## config.mk

```make
export PLATFORM = sky130hd
export DESIGN_NAME = ascon_feeder
export DESIGN_NICKNAME = d
export VERILOG_FILES = /design/src/rtl/ascon_feeder.sv
export SDC_FILE = /design/constraint.sdc
export NUM_CORES = 1
export LEC_CHECK = 0
export BUFFER_PORTS_ARGS = -buffer_cell sky130_fd_sc_hd__clkbuf_2
export CORE_AREA = 2 2 222 224
export DETAILED_ROUTE_END_ITERATION = 10
export DIE_AREA = 0 0 224 226
export PLACE_DENSITY = 0.53
export SKIP_LAST_GASP = 1
export SYNTH_ARGS = -nofsm -noshare
export SYNTH_HDL_FRONTEND = slang
export SYNTH_SLANG_ARGS = --single-unit
```

## constraint.sdc

```tcl
create_clock -name clk -period 5.5 [get_ports clk]
set_input_delay 1.1 -clock clk [delete_from_list [all_inputs] [get_ports clk]]
set_output_delay 1.1 -clock clk [all_outputs]
set_load 0.02 [all_outputs]
```

## src/rtl/ascon_feeder.sv

```systemverilog
// ascon_feeder: feeds ascon_top with start/key strobes, then AAD and message blocks cut from a 128-bit stream; captures the tag
module ascon_feeder #(
    parameter int LEN_W       = 16,
    parameter int START_CYC   = 5,
    parameter int TIMEOUT_CYC = 10000
) (
    input  logic             clk,
    input  logic             reset_n,
    input  logic             cmd_valid,
    output logic             cmd_ready,
    input  logic [LEN_W-1:0] cmd_aad_len,
    input  logic [LEN_W-1:0] cmd_msg_len,
    input  logic             in_valid,
    output logic             in_ready,
    input  logic [127:0]     in_data,
    output logic             core_start,
    output logic             core_key_valid,
    output logic             core_valid_data_in,
    output logic             core_last_block,
    output logic             core_eot,
    output logic [127:0]     core_data_in,
    output logic [4:0]       core_valid_bytes,
    input  logic             core_ready_for_data,
    input  logic             core_ready_tag,
    input  logic             core_done,
    input  logic [63:0]      core_tag1,
    input  logic [63:0]      core_tag2,
    output logic [127:0]     tag,
    output logic             tag_valid,
    output logic             busy,
    output logic             txn_done,
    output logic             err
);
    localparam int SC_W = $clog2(START_CYC + 1);
    localparam int WD_W = $clog2(TIMEOUT_CYC + 1);

    typedef enum logic [2:0] {IDLE, START, AAD, MSG, WAIT_DONE} state_t;

    state_t           state_q, state_d;
    logic [LEN_W-1:0] aad_rem_q, msg_rem_q, rem;
    logic [SC_W-1:0]  sc_q;
    logic [WD_W-1:0]  wd_q;
    logic             tag_got_q;
    logic [4:0]       n;
    logic [127:0]     mask;
    logic             in_blk, empty, last, timeout, abort, done_ok, go, cap;

    // go is the issue handshake; an aborting cycle never issues a block
    always_comb begin
        in_blk  = state_q == AAD || state_q == MSG;
        rem     = state_q == AAD ? aad_rem_q : msg_rem_q;
        n       = rem > LEN_W'(16) ? 5'd16 : rem[4:0];
        last    = rem <= LEN_W'(16);
        empty   = state_q == MSG && msg_rem_q == '0;
        timeout = state_q != IDLE && wd_q == WD_W'(TIMEOUT_CYC - 1);
        abort   = timeout || (core_done && (state_q == START || in_blk));
        done_ok = state_q == WAIT_DONE && core_done && !timeout;
        go      = in_blk && core_ready_for_data && !core_valid_data_in && !abort && (in_valid || empty);
        cap     = state_q != IDLE && core_ready_tag && !tag_got_q;
        mask    = ~({128{1'b1}} >> {n, 3'b000});
    end

    always_ff @(posedge clk) begin
        if (!reset_n) state_q <= IDLE;
        else state_q <= state_d;
    end

    always_comb begin
        state_d = state_q;
        case (state_q)
            IDLE:      state_d = cmd_valid ? START : IDLE;
            START:     state_d = sc_q == SC_W'(START_CYC - 1) ? (aad_rem_q != '0 ? AAD : MSG) : START;
            AAD:       state_d = go && last ? MSG : AAD;
            MSG:       state_d = go && last ? WAIT_DONE : MSG;
            WAIT_DONE: state_d = WAIT_DONE;
            default:   state_d = IDLE;
        endcase
        if (abort || done_ok) state_d = IDLE;
    end

    always_comb begin
        cmd_ready      = state_q == IDLE;
        busy           = state_q != IDLE;
        core_start     = state_q == START;
        core_key_valid = state_q == START;
        in_ready       = go && !empty;
    end

    always_ff @(posedge clk) begin
        if (!reset_n) begin
            aad_rem_q          <= '0;
            msg_rem_q          <= '0;
            sc_q               <= '0;
            wd_q               <= '0;
            tag_got_q          <= 1'b0;
            tag                <= '0;
            tag_valid          <= 1'b0;
            txn_done           <= 1'b0;
            err                <= 1'b0;
            core_valid_data_in <= 1'b0;
            core_last_block    <= 1'b0;
            core_eot           <= 1'b0;
            core_valid_bytes   <= '0;
            core_data_in       <= '0;
        end else begin
            sc_q <= state_q == START ? sc_q + SC_W'(1) : '0;
            wd_q <= state_q == IDLE ? '0 : wd_q + WD_W'(1);
            if (state_q == IDLE && cmd_valid) begin
                aad_rem_q <= cmd_aad_len;
                msg_rem_q <= cmd_msg_len;
                tag_got_q <= 1'b0;
            end
            if (go && state_q == AAD) aad_rem_q <= aad_rem_q - LEN_W'(n);
            if (go && state_q == MSG) msg_rem_q <= msg_rem_q - LEN_W'(n);
            if (cap) begin
                tag       <= {core_tag1, core_tag2};
                tag_got_q <= 1'b1;
            end
            tag_valid          <= cap;
            txn_done           <= done_ok;
            err                <= abort;
            core_valid_data_in <= go;
            core_last_block    <= go && state_q == AAD && last;
            core_eot           <= go && state_q == MSG && last;
            core_valid_bytes   <= go ? n : 5'd0;
            core_data_in       <= go ? (in_data & mask) : '0;
        end
    end
endmodule

```

== After elaboration in Yosys (flattened, before gate mapping) ==
Index checks and enable logic that the tools add are counted.
W data, S select, Z words.

* Input port bits: 295
* Flip-flop bits (word level): 320

* Reductions and logical operators: 39
* Eq/ne operators: 6
* Shifts and indexed selects: 1
* Add/sub/neg operators: 4
* Multiplexer cells: 14
* Bitwise gates (word level): 3
* Order comparisons: 2

{| class="wikitable"
|+ Operators with widths
! cell !! count
|-
| $and A128 B128 Y128 || 1
|-
| $not A128 Y128 || 1
|-
| $shr A128 B8 Y128 const A || 1
|-
| $mux W16 || 5
|-
| $sub A16 B5 Y16 || 2
|-
| $logic_and A1 B1 Y1 || 18
|-
| $gt A16 B5 Y1 const B || 1
|-
| $le A16 B5 Y1 const B || 1
|-
| $logic_not A16 Y1 || 1
|-
| $reduce_bool A16 Y1 || 1
|-
| $pmux W3 S5 || 1
|-
| $add A14 B1 Y14 const B || 1
|-
| $eq A14 B14 Y1 const B || 1
|-
| $eq A3 B2 Y1 const B || 2
|-
| $eq A3 B3 Y1 const B || 2
|-
| $reduce_bool A2 Y1 || 3
|-
| $logic_not A1 Y1 || 5
|-
| $logic_or A1 B1 Y1 || 5
|-
| $mux W1 || 5
|-
| $mux W5 || 1
|-
| $reduce_and A2 Y1 || 2
|-
| $reduce_or A2 Y1 || 2
|-
| $add A3 B1 Y3 const B || 1
|-
| $eq A3 B1 Y1 const B || 1
|-
| other kinds (5) || 5
|}

== Depth between registers and ports, before layout ==
* Depth in word-level cells: 11
* Depth in mapped cells: 17
* Gate-level depth less buffers: 13

== Worst setup path after synthesis ==
Ideal clock, no wire load.

* Path kind: register to register
* From: register msg_rem_q[8]
* To: register aad_rem_q[10]
* Stages on the path, launching flop included: 16
* Arrival: 3.768 ns
* Buffers on the path: 2
* Path slack: 1.641 ns
* Clock period less this slack: 3.859 ns
* Path through: dfxtp_1 > or4_4 > nor3_4 > a32o_1 > buf_2 > buf_4 > a21boi_0 > ha_1 > inv_1 > fa_1 > a211o_1 > o211ai_1 > nand2_1 > nor4_4 > a221oi_1 > a311oi_1

* Elaborated cells on any way between the ends: 11

{| class="wikitable"
|+ RTL lines
! what !! line !! text
|-
| start: declaration || 40 || <nowiki>logic [LEN_W-1:0] aad_rem_q, msg_rem_q, rem;</nowiki>
|-
| start signal: assignment || 110 || <nowiki>msg_rem_q <= cmd_msg_len;</nowiki>
|-
| start signal: assignment || 114 || <nowiki>if (go && state_q == MSG) msg_rem_q <= msg_rem_q - LEN_W'(n);</nowiki>
|-
| $mux W16 || 51 || <nowiki>rem = state_q == AAD ? aad_rem_q : msg_rem_q;</nowiki>
|-
| $gt A16 B5 Y1 || 52 || <nowiki>n = rem > LEN_W'(16) ? 5'd16 : rem[4:0];</nowiki>
|-
| $mux W5 || 52 ||
|-
| named net n[0] || 44 || <nowiki>logic [4:0] n;</nowiki>
|-
| $sub A16 B5 Y16 || 113 || <nowiki>if (go && state_q == AAD) aad_rem_q <= aad_rem_q - LEN_W'(n);</nowiki>
|-
| $mux W16 || 113 ||
|-
| end signal: assignment || 109 || <nowiki>aad_rem_q <= cmd_aad_len;</nowiki>
|-
| end signal: assignment || 113 ||
|-
| end: declaration || 40 ||
|}

The timed path passes the listed nets, and every way through them passes these cells.
A chain may end at the register's enable or synchronous reset.

== Worst setup path after layout ==
Ends and elaborated chain as after synthesis.

==> implementation parameters <==
Parameter                              Value

Die
  Initial Utilization    23.82%
  Floorplan die width    224 um
  Number of ports placed on the die boundary    567
  Full die area    50620 um^2
  Std-Cell Rows    81
  Core area    48340 um^2
  Die height    226 um

Clock network
  Buffers inserted during post-CTS setup optimization    0
  Clock tree from TritonCTS    built
  Total CTS buffers    38
  Number of buffers inserted by hold repair at cts    0
  CTS H-tree lvls    2
  Num Clock Sinks    320
  Maximum buffer depth of the clock tree    3
  Number of gates resized after CTS    0
  Clock latency on the worst-skew pair    540 ps
  Clock-pin slew on the worst setup and hold paths    50 ps
  Clock tree root driver cell    clkbuf_16

Synth
  Top_reg_cell synth    dfxtp_1
  Cells after Synth    1290
  Share of synthesized registers carrying an async set or reset    0%
  Post-synth net total    1600
  Netlist area before placement    11510 um^2
  Synth cell types    67
  Sequential-to-total area share from yosys stat    55.64%
  Count of yosys warnings during synthesis    0
  Number of enable-type register cells in the synthesized netlist    0
  Number of register bits inferred by synthesis    320
  Post-Syn Area per Cell    8.925 um^2

Run
  Max Cap Violations    0

Power and ir drop
  Fraction of power consumed by sequential logic    44.9%
  Switch share    24.99%
  Logic gate share of total power    9.7%
  Leakage dissipation    7.210 nW
  Cell internal power dissipation    0.004040 W
  Power density relative to cell area    332.6 nW/um^2
  Part of the total power dissipated in the clock network    45.4%
  Net load switching power    0.001346 W
  Largest voltage drop on the vdd net    0.0001793 V

Setup path
  Capture point of the critical path    aad_rem_q[10]
  R2R Path End    aad_rem_q[10]
  WS Path Type    flip-flop to flip-flop
  Startpoint of the worst-slack reg-to-reg timing path    msg_rem_q[8]
  Kind of capture point of the worst setup path    flip-flop
  Maximum fanout along the worst path    8
  Setup crit start    msg_rem_q[8]
  Kind of start point of the critical path    flip-flop
  Slack of the worst reg-to-reg path    1380 ps
  Critical path data required time    5940 ps
  Worst R2R Path Depth    13
  Data arrival time of the critical path    4560 ps

Timing
  Hold violation total from the final report    0
  Portion of the clock cycle consumed by the worst path in the final layout    75.00%
  Setup Viol. Count Final    0
  Headroom to the max-slew limit    27.51%
  Pins Over Slew Limit    0
  Timing-limited maximum frequency    242.4 MHz
  Transition time of the tightest slew-check pin    1085 ps
  Crit path time final    4125 ps
  Setup total negative slack    0 ps
  Setup slack after layout    1375 ps
  Unrepaired setup endpoints after global routing    no
  Worst clock skew    24.50 ps

Route
  Average routed wire per standard cell    16.94 um
  Via density per instance    4.398
  DR DRC count    0
  Remaining antenna violation count after routing    0
  DRT Wirelength    42.20 mm
  Number of DRC violations after detailed-routing iteration 0    580
  1st-pass router iterations    5
  Via count    10960

Placement
  Port Buffers    566
  GPL Wtd Cong    0.8571
  Placed Instance Area    14970 um^2
  Post-placement setup slack    1414 ps
  Placed wire-length estimate after detailed placement    32.44 mm

Global route
  First-pass GRT wire length    61.53 mm
  Global route total overflow    0
  Initial antenna violation count    4
  Number of global-route vias before repair    10390
  Largest net degree at the start of global routing    91
  Total routing resource utilization after global routing    15.64%

Layout
  Top library cells by usage in the layout, fill and taps aside    clkbuf_2, dfxtp_1, nand2_1
  Synth-to-layout area growth    40.63%
  Leading cell type in the layout, fill and taps excluded    clkbuf_2
  Fillers    5155
  Post-Layout Inst Area    16190 um^2
  Layout Nets    2150
  Layout cell share with drive strength beyond 1    35.65%

Run status
  Status    finished clean

Min path
  Worst hold path startpoint    sc_q[0]
  Path category of the worst min-delay check    flip-flop to flip-flop
layout make-up:
type / count / area, um^2 / area share (%)
clock inverters: 10 / 87.58 / 0.5409
well taps: 622 / 778.2 / 4.806
flip-flops and latches: 320 / 6406 / 39.56
inverters: 16 / 62.56 / 0.3864
diodes: 1 / 2.502 / 0.01545
multi-input cells: 888 / 4795 / 29.61
clock buffers: 58 / 1127 / 6.962
repair buffers: 576 / 2933 / 18.11
per-stage QoR:
step	instances	hold slack (ps)	utilization, %	power, W
final	2491	445.0	33.49	0.005385
after global routing	2491	468.0	33.49	0.005609
after CTS	2490	448.1	33.49	0.005457
after detailed placement	2422	439.1	30.98	0.002989
after global placement	2422	429.3	30.98	0.002983
after floorplan	1290	417.3	-	0.002757
flip-flops by register name (all words and copies together) (netlist names):
| name | cells |
|---|---|
| txn_done | 1 |
| state_q | 3 |
| err | 1 |
| wd_q | 14 |
| tag_got_q | 1 |
| core_valid_bytes | 5 |
| tag | 128 |
| aad_rem_q | 16 |
| sc_q | 3 |
| core_data_in | 128 |
| core_valid_data_in | 1 |
| core_last_block | 1 |
| msg_rem_q | 16 |
| core_eot | 1 |
| tag_valid | 1 |
cells in the mapped netlist (all sizes together), types with 4 or more instances:
cell type    n  area, um^2
nand4       10       62.56
a31oi       15       112.6
ha          13       162.7
a22oi        7       52.55
or4          7       56.30
a21oi      169       894.6
and2       131       819.5
dfxtp      320        6406
nor2b        6       37.54
nand2      317        1192
o211ai       7       52.55
or3          8       50.05
nor2        39       151.4
o21ai       11       55.05
nor3        15       91.34
xor2         9       78.83
nand3       36       180.2
clkbuf      57       214.0
and3        10       62.56
nor4         4       40.04
a21o         5       37.54
or2          6       37.54
inv         15       56.30
o21a         6       45.04
buf          9       48.79
o31a         4       35.03
xnor2        5       43.79
worst min-delay path by stage:
stage	endpoint	slack, ps	cells past startpoint
detailed placement	sc_q[0]	440	1
global placement	sc_q[0]	430	1
CTS	sc_q[0]	450	1
floorplan	sc_q[0]	420	1
finish	sc_q[0]	440	1
global route	sc_q[0]	470	1
per-layer routing:
layer  GRT usage (%)  share of wire [%]  vias to the layer above  routed length, um
met1           19.17                 42                     5120              17590
met5               0              0.059                        -                 25
met3           4.463                7.2                       52               3024
met4           4.602                1.8                        4                748
li1                -                  -                     5416                  -
met2           26.58                 49                      363              20810
critical path, cell delays in order (launching register included):
cell      delay, ps
dfxtp_1         370
or4_4           590
nor3_4          320
a32o_1          230
a21boi_0        320
ha_1            240
inv_1            60
fa_1            420
a211o_1         290
o211ai_1        220
nand2_1         160
nor4_4          370
a221oi_1        150
a311oi_1        280
cells by family after synthesis:
family                   synth area share, %
AND/OR/NAND/NOR                        25.10
flip-flops                             55.64
AO/OA/AOI/OAI                          13.26
buffers and inverters                  2.804
adder cells (fa/ha/maj)                1.847
XOR/XNOR                               1.065
multiplexers                          0.2825
power by group through the flow:
stage	clock network, W	registers (W)	logic [W]
final	0.00244	0.00242	0.000525
after global routing	0.00261	0.00242	0.000577
after CTS	0.00251	0.00241	0.000527
after detailed placement	0	0.00247	0.000524
after global placement	0	0.00246	0.000520
after floorplan	0	0.00251	0.000252
(Power assumes the default switching activity.)
